==> src/rtl/sha3_pkg.sv <==
// Shared constants and FSM encoding for the SHA-3-256 message sequencer.
// Latency: n/a (package only).
// Backpressure: n/a.
package sha3_pkg;

  localparam int RATE_BYTES      = 136;
  localparam int WORDS_PER_BLOCK = RATE_BYTES / 8;
  localparam int BLOCK_W         = 8 * RATE_BYTES;
  localparam int DIGEST_W        = 256;

  localparam logic [7:0] PAD_DOMAIN = 8'h06;
  localparam logic [7:0] PAD_FINAL  = 8'h80;

  typedef enum logic [2:0] {
    ST_FILL  = 3'd0,
    ST_PAD   = 3'd1,
    ST_ISSUE = 3'd2,
    ST_BUSY  = 3'd3,
    ST_DRAIN = 3'd4
  } seq_state_e;

endpackage

==> src/rtl/sha3_pad_insert.sv <==
// Applies SHA-3 padding to a rate block: ORs the domain byte at offset len and the final bit at byte 135.
// Latency: combinational.
// Backpressure: none.
// Ports: block_i (unpadded block, byte 0 at the MSBs), len_i (message bytes in block, < RATE_BYTES),
//        block_o (padded block).
module sha3_pad_insert
  import sha3_pkg::*;
(
  input  logic [BLOCK_W-1:0] block_i,
  input  logic [7:0]         len_i,
  output logic [BLOCK_W-1:0] block_o
);

  // Domain and final bytes are ORed independently so that len=135 merges into 0x86.
  always_comb begin
    block_o = block_i;
    for (int i = 0; i < RATE_BYTES; i++) begin
      if (len_i == 8'(i)) begin
        block_o[BLOCK_W-1-8*i -: 8] = block_o[BLOCK_W-1-8*i -: 8] | PAD_DOMAIN;
      end
    end
    block_o[7:0] = block_o[7:0] | PAD_FINAL;
  end

endmodule

==> src/rtl/sha3_msg_sequencer.sv <==
// Packs a 64-bit word stream into padded SHA-3-256 rate blocks, drives sha3_core, returns the digest.
// Latency: one ISSUE cycle after a block completes (plus PAD cycle for the final block), then core time.
// Backpressure: in_ready only in FILL; core_ready gates core_start; digest held until digest_ready.
// Ports: in_* word stream (byte 0 at [63:56]); core_* handshake to sha3_core; digest/digest_valid/digest_ready out.
module sha3_msg_sequencer
  import sha3_pkg::*;
(
  input  logic                clk,
  input  logic                rst_n,
  input  logic [63:0]         in_data,
  input  logic                in_valid,
  input  logic                in_last,
  input  logic [3:0]          in_nbytes,
  output logic                in_ready,
  output logic [BLOCK_W-1:0]  core_block,
  output logic                core_start,
  output logic                core_is_last,
  input  logic                core_ready,
  input  logic [DIGEST_W-1:0] core_hash,
  output logic [DIGEST_W-1:0] digest,
  output logic                digest_valid,
  input  logic                digest_ready
);

  localparam logic [BLOCK_W-1:0] PAD_ONLY_BLOCK = {PAD_DOMAIN, {(BLOCK_W-16){1'b0}}, PAD_FINAL};

  seq_state_e          state_q, state_d;
  logic [4:0]          word_idx_q, word_idx_d;
  logic [BLOCK_W-1:0]  buf_q, buf_d, padded;
  logic [7:0]          len_q, len_d;
  logic                is_last_q, is_last_d;
  logic                pad_pending_q, pad_pending_d;
  logic                busy_first_q, busy_first_d;
  logic                in_ready_q, in_ready_d;
  logic                digest_valid_q, digest_valid_d;
  logic [DIGEST_W-1:0] digest_q, digest_d;

  logic [3:0]          nbytes_clamped;
  logic [63:0]         word_mask;
  logic [7:0]          len_now;
  logic [10:0]         word_msb;

  // Only the leading n bytes of a last word are kept; the tail is forced to zero.
  assign nbytes_clamped = (in_nbytes > 4'd8) ? 4'd8 : in_nbytes;
  assign word_mask      = in_last ? ~({64{1'b1}} >> {nbytes_clamped, 3'b000}) : {64{1'b1}};
  assign len_now        = {word_idx_q, 3'b000} + {4'b0000, nbytes_clamped};
  assign word_msb       = 11'(BLOCK_W - 1) - {word_idx_q, 6'b000000};

  sha3_pad_insert u_pad (
    .block_i (buf_q),
    .len_i   (len_q),
    .block_o (padded)
  );

  always_comb begin
    state_d        = state_q;
    word_idx_d     = word_idx_q;
    buf_d          = buf_q;
    len_d          = len_q;
    is_last_d      = is_last_q;
    pad_pending_d  = pad_pending_q;
    busy_first_d   = busy_first_q;
    digest_d       = digest_q;
    digest_valid_d = digest_valid_q;

    unique case (state_q)
      ST_FILL: begin
        if (in_valid && in_ready_q) begin
          buf_d[word_msb -: 64] = in_data & word_mask;
          word_idx_d = word_idx_q + 5'd1;
          if (in_last) begin
            if (len_now == 8'(RATE_BYTES)) begin
              // Message ends exactly on a block boundary: padding needs a block of its own.
              is_last_d     = 1'b0;
              pad_pending_d = 1'b1;
              state_d       = ST_ISSUE;
            end else begin
              len_d   = len_now;
              state_d = ST_PAD;
            end
          end else if (word_idx_q == 5'(WORDS_PER_BLOCK - 1)) begin
            is_last_d     = 1'b0;
            pad_pending_d = 1'b0;
            state_d       = ST_ISSUE;
          end
        end
      end
      ST_PAD: begin
        buf_d     = padded;
        is_last_d = 1'b1;
        state_d   = ST_ISSUE;
      end
      ST_ISSUE: begin
        if (core_ready) begin
          busy_first_d = 1'b1;
          state_d      = ST_BUSY;
        end
      end
      ST_BUSY: begin
        // The core deasserts ready on the accepting edge, so the first BUSY cycle's ready is stale.
        if (busy_first_q) begin
          busy_first_d = 1'b0;
        end else if (core_ready) begin
          if (is_last_q) begin
            digest_d       = core_hash;
            digest_valid_d = 1'b1;
            state_d        = ST_DRAIN;
          end else if (pad_pending_q) begin
            buf_d         = PAD_ONLY_BLOCK;
            pad_pending_d = 1'b0;
            is_last_d     = 1'b1;
            state_d       = ST_ISSUE;
          end else begin
            buf_d      = '0;
            word_idx_d = '0;
            state_d    = ST_FILL;
          end
        end
      end
      ST_DRAIN: begin
        if (digest_ready) begin
          digest_valid_d = 1'b0;
          buf_d          = '0;
          word_idx_d     = '0;
          is_last_d      = 1'b0;
          state_d        = ST_FILL;
        end
      end
      default: state_d = ST_FILL;
    endcase

    // Registered so in_ready stays low throughout reset and rises one cycle after release.
    in_ready_d = (state_d == ST_FILL);
  end

  always_ff @(posedge clk or negedge rst_n) begin
    if (!rst_n) begin
      state_q        <= ST_FILL;
      word_idx_q     <= '0;
      buf_q          <= '0;
      len_q          <= '0;
      is_last_q      <= 1'b0;
      pad_pending_q  <= 1'b0;
      busy_first_q   <= 1'b0;
      in_ready_q     <= 1'b0;
      digest_q       <= '0;
      digest_valid_q <= 1'b0;
    end else begin
      state_q        <= state_d;
      word_idx_q     <= word_idx_d;
      buf_q          <= buf_d;
      len_q          <= len_d;
      is_last_q      <= is_last_d;
      pad_pending_q  <= pad_pending_d;
      busy_first_q   <= busy_first_d;
      in_ready_q     <= in_ready_d;
      digest_q       <= digest_d;
      digest_valid_q <= digest_valid_d;
    end
  end

  assign in_ready     = in_ready_q;
  assign core_block   = buf_q;
  assign core_start   = (state_q == ST_ISSUE) && core_ready;
  assign core_is_last = is_last_q;
  assign digest       = digest_q;
  assign digest_valid = digest_valid_q;

endmodule

==> config.mk <==
export PLATFORM = sky130hd
export DESIGN_NAME = sha3_msg_sequencer
export DESIGN_NICKNAME = d
export VERILOG_FILES = /design/src/rtl/sha3_pkg.sv /design/src/rtl/sha3_pad_insert.sv /design/src/rtl/sha3_msg_sequencer.sv
export SDC_FILE = /design/constraint.sdc
export NUM_CORES = 2
export LEC_CHECK = 0
export CAP_MARGIN = 0
export CORE_AREA = 2 2 651 653
export CTS_CLUSTER_SIZE = 20
export DETAILED_ROUTE_END_ITERATION = 10
export DIE_AREA = 0 0 653 655
export HOLD_SLACK_MARGIN = 0.12
export PLACE_DENSITY = 0.37
export SYNTH_ARGS = -nofsm -noshare
export SYNTH_HDL_FRONTEND = slang
export SYNTH_SLANG_ARGS = --single-unit
==> constraint.sdc <==
create_clock -name clk -period 9 [get_ports clk]
set_input_delay 1.35 -clock clk [delete_from_list [all_inputs] [get_ports clk]]
set_output_delay 1.35 -clock clk [all_outputs]
set_load 0.1 [all_outputs]
==> metrics <==
outcome finished, final reports clean; Filler cells about 46000; final WL 376.8 mm; routed length per placed instance about 33 um; Place WS about 4000 ps; DRC viols 0; initial antenna violation count 46; H-Tree Depth 4; Max-Cap Viols 0; vias per cell just over 4; die area 0.4277 sq mm; Synth cell types 71; syn_area_per_cell 12.88 sq um; Max stage delay on crit path 720 ps; Core Region about 0.42 sq mm; PwrDens around 460 mW/mm^2; Critical Path Stages 10; cts-stage hold buffer count 0; Leak 32.83 nW; Final Cycle Share 55.37%; gr ovfl total 0; Layout Utilization about 20%; clock buffer depth 4; DP Wirelength 285.0 mm; Multi-input gate area 0.01886 sq mm; Reg2Reg Depth 10; clk slew on worst S/H paths 60 ps; via count 46680; Iter 0 DRT Violations about 3400; Die Span Y 655 um; Hold Fails Final Rpt 0; post-CTS resize count 0; CP max FO 48; Clock Root Buffer clkbuf_16; Top cell by count, worst path ha_1; f_max 0.2007 GHz; setup TNS 0 ps; CTS Buf Count 179; vias in the first global route 48410; pin count of the biggest net entering global routing around 150; Synth async-reset ratio 100.0%; commonest non-fill, non-tap cell in the layout clkdlybuf4s50_1; Top delay family on crit path simple AND/OR/NAND/NOR gates; HP Class input port to async pin; setup bufs post-CTS 0; Post-DRT Antenna Nets 0; first-pass GRT wire length 490.3 mm; worst setup margin 4017 ps; Rows between 200 and 250; Final GP Congestion 0.8192; Synth Instances 4233; ys flop type dfrtp_1; CP arrival 5710 ps; RSZ-0062 raised after global routing false; CTS Sinks about 1400; most frequent cells in the layout 1489 x clkdlybuf4s50_1, 1365 x dfrtp_1, 555 x o2bb2ai_1, 326 x nand2_1, 310 x buf_4; Worst slew margin 16.25%; GR Util All Layers 16.95%; worst path bufs/invs 2; Netlist Area Pre-Place between 0.05 and 0.06 sq mm; element type at the critical path start flip-flop; synth-to-layout area growth 53.10%; die span in x 653 um; Clock Latency Late Sink 870 ps; proportion of layout cells with a drive suffix above 1 16.44%; Min Clock Period, post-route 4983 ps; peak supply drop 434.2 uV; Slew Limit Fails 0; Worst Setup End Kind flip-flop; CP max stage cell nor2b_1; critical-path cell list inv_1 -> ha_1 -> nor3b_2 -> ha_1 -> nor2b_1 -> a311oi_1 -> o21ai_2 -> buf_4 -> nand2_4 -> a32o_1; Post-layout nets 6167; syn_nets 4572; register area 0.03416 sq mm; CP Class flip-flop to flip-flop; clock skew 63.10 ps; Worst Tran Pin Value 1252 ps; I/O pins ~1700; Seq/Total Area, Yosys a little over three fifths; Post-synth EDFFs 0; Final Setup Violations 0; Yosys reg bits about 1400; yosys warns 0; Required @ worst endpoint 9720 ps; Starting Density about 13%; TritonCTS clock tree yes; Detailed Routing Iterations Pass 1 7; port bufs between 1500 and 2000
-- Yosys cell counts, types with 9 or more instances --
master / count / area, sq um
a32o_1: 216 / 2162
o2bb2ai_1: 555 / 4861
a22oi_1: 55 / 412.9
o21ai_0: 42 / 210.2
or3_1: 10 / 62.56
buf_2: 160 / 800.8
a31oi_1: 9 / 56.30
nand2b_1: 32 / 200.2
nor3_1: 134 / 670.6
dfrtp_1: 1365 / 34160
buf_1: 12 / 45.04
nand3b_1: 21 / 157.7
and2_1: 9 / 56.30
o21a_1: 104 / 780.8
nand2_1: 337 / 1265
nand4_1: 14 / 87.58
buf_4: 40 / 300.3
a21oi_1: 68 / 340.3
o22a_1: 24 / 210.2
inv_1: 10 / 37.54
mux2_2: 259 / 2917
ha_1: 9 / 112.6
a2bb2oi_1: 190 / 1664
a22o_1: 43 / 376.6
nor2_1: 130 / 488.0
nand3_1: 62 / 310.3
clkbuf_1: 184 / 690.7
-- area by class of cell --
class	count	share of cell area (%)
flip-flops and latches	1365	40.91
multi-input cells	2456	22.58
repair buffers	1816	20.94
well taps	5543	8.306
clock buffers	244	6.151
clock inverters	76	1.013
diodes	20	0.05994
inverters	10	0.04495
-- power breakdown --
| part | internal [mW] | switching, mW | leakage (nW) |
|---|---|---|---|
| clock | 4.33 | 3.13 | 2.94 |
| sequential | 7.71 | 1.35 | 17.9 |
| combinational | 4.52 | 17.4 | 12.0 |
-- cells by family (layout without fill, tap and decap cells) --
family | count (synthesis) | count (layout) | synth area share [%]
xor gates and xnor gates | 3 | 3 | 0.04818
AOI/OAI and AO/OA | 1363 | 1363 | 21.14
muxes | 259 | 259 | 5.348
DFF | 1365 | 1365 | 62.63
buffers and inverters | 412 | 2146 | 3.560
adders and majority gates | 9 | 9 | 0.2065
and+or+nand+nor | 822 | 822 | 7.064
other | 0 | 20 | 0
-- worst reg2reg max path, cell delays in order (launching register included) --
cell and delay, ps:
dfrtp_1 620, inv_1 260, ha_1 320, nor3b_2 550, ha_1 450, nor2b_1 720
a311oi_1 240, o21ai_2 100, buf_4 330, nand2_4 520, a32o_1 730
-- through the flow --
step | instances | total power [mW] | hold WS [ps] | cell area, sq um
global placement | 11190 | 31.27 | 470.5 | 77460
detailed placement | 11190 | 31.34 | 472.4 | 77460
CTS | 11510 | 39.02 | 349.4 | 83440
global route | 11520 | 39.80 | 373.7 | 83470
floorplan | 4233 | 23.68 | 477.7 | 54540
finish | 11530 | 38.47 | 384.3 | 83500
-- final timing paths --
path / from / endpoint / slack [ps]
worst min register to register: core_block[691] / core_block[691] / 480
worst max register to register: word_idx_q[0] / core_block[205] / 4020
max in group asynchronous: rst_n / core_block[70] / 6330
min in group clk: core_block[691] / core_block[691] / 480
worst max-delay path: word_idx_q[0] / core_block[205] / 4020
worst min-delay path: rst_n / async pin / 380
-- layer usage --
layer | up-vias | global-route usage [%] | share of wire, %
li1 | 19300 | - | -
met1 | 24840 | 18.60 | 36
met2 | 2108 | 31.08 | 52
met3 | 414 | 5.161 | 8.1
met4 | 10 | 5.129 | 3.3
met5 | - | 0 | 0.018
No activity file was read; power rests on OpenSTA's default activity.
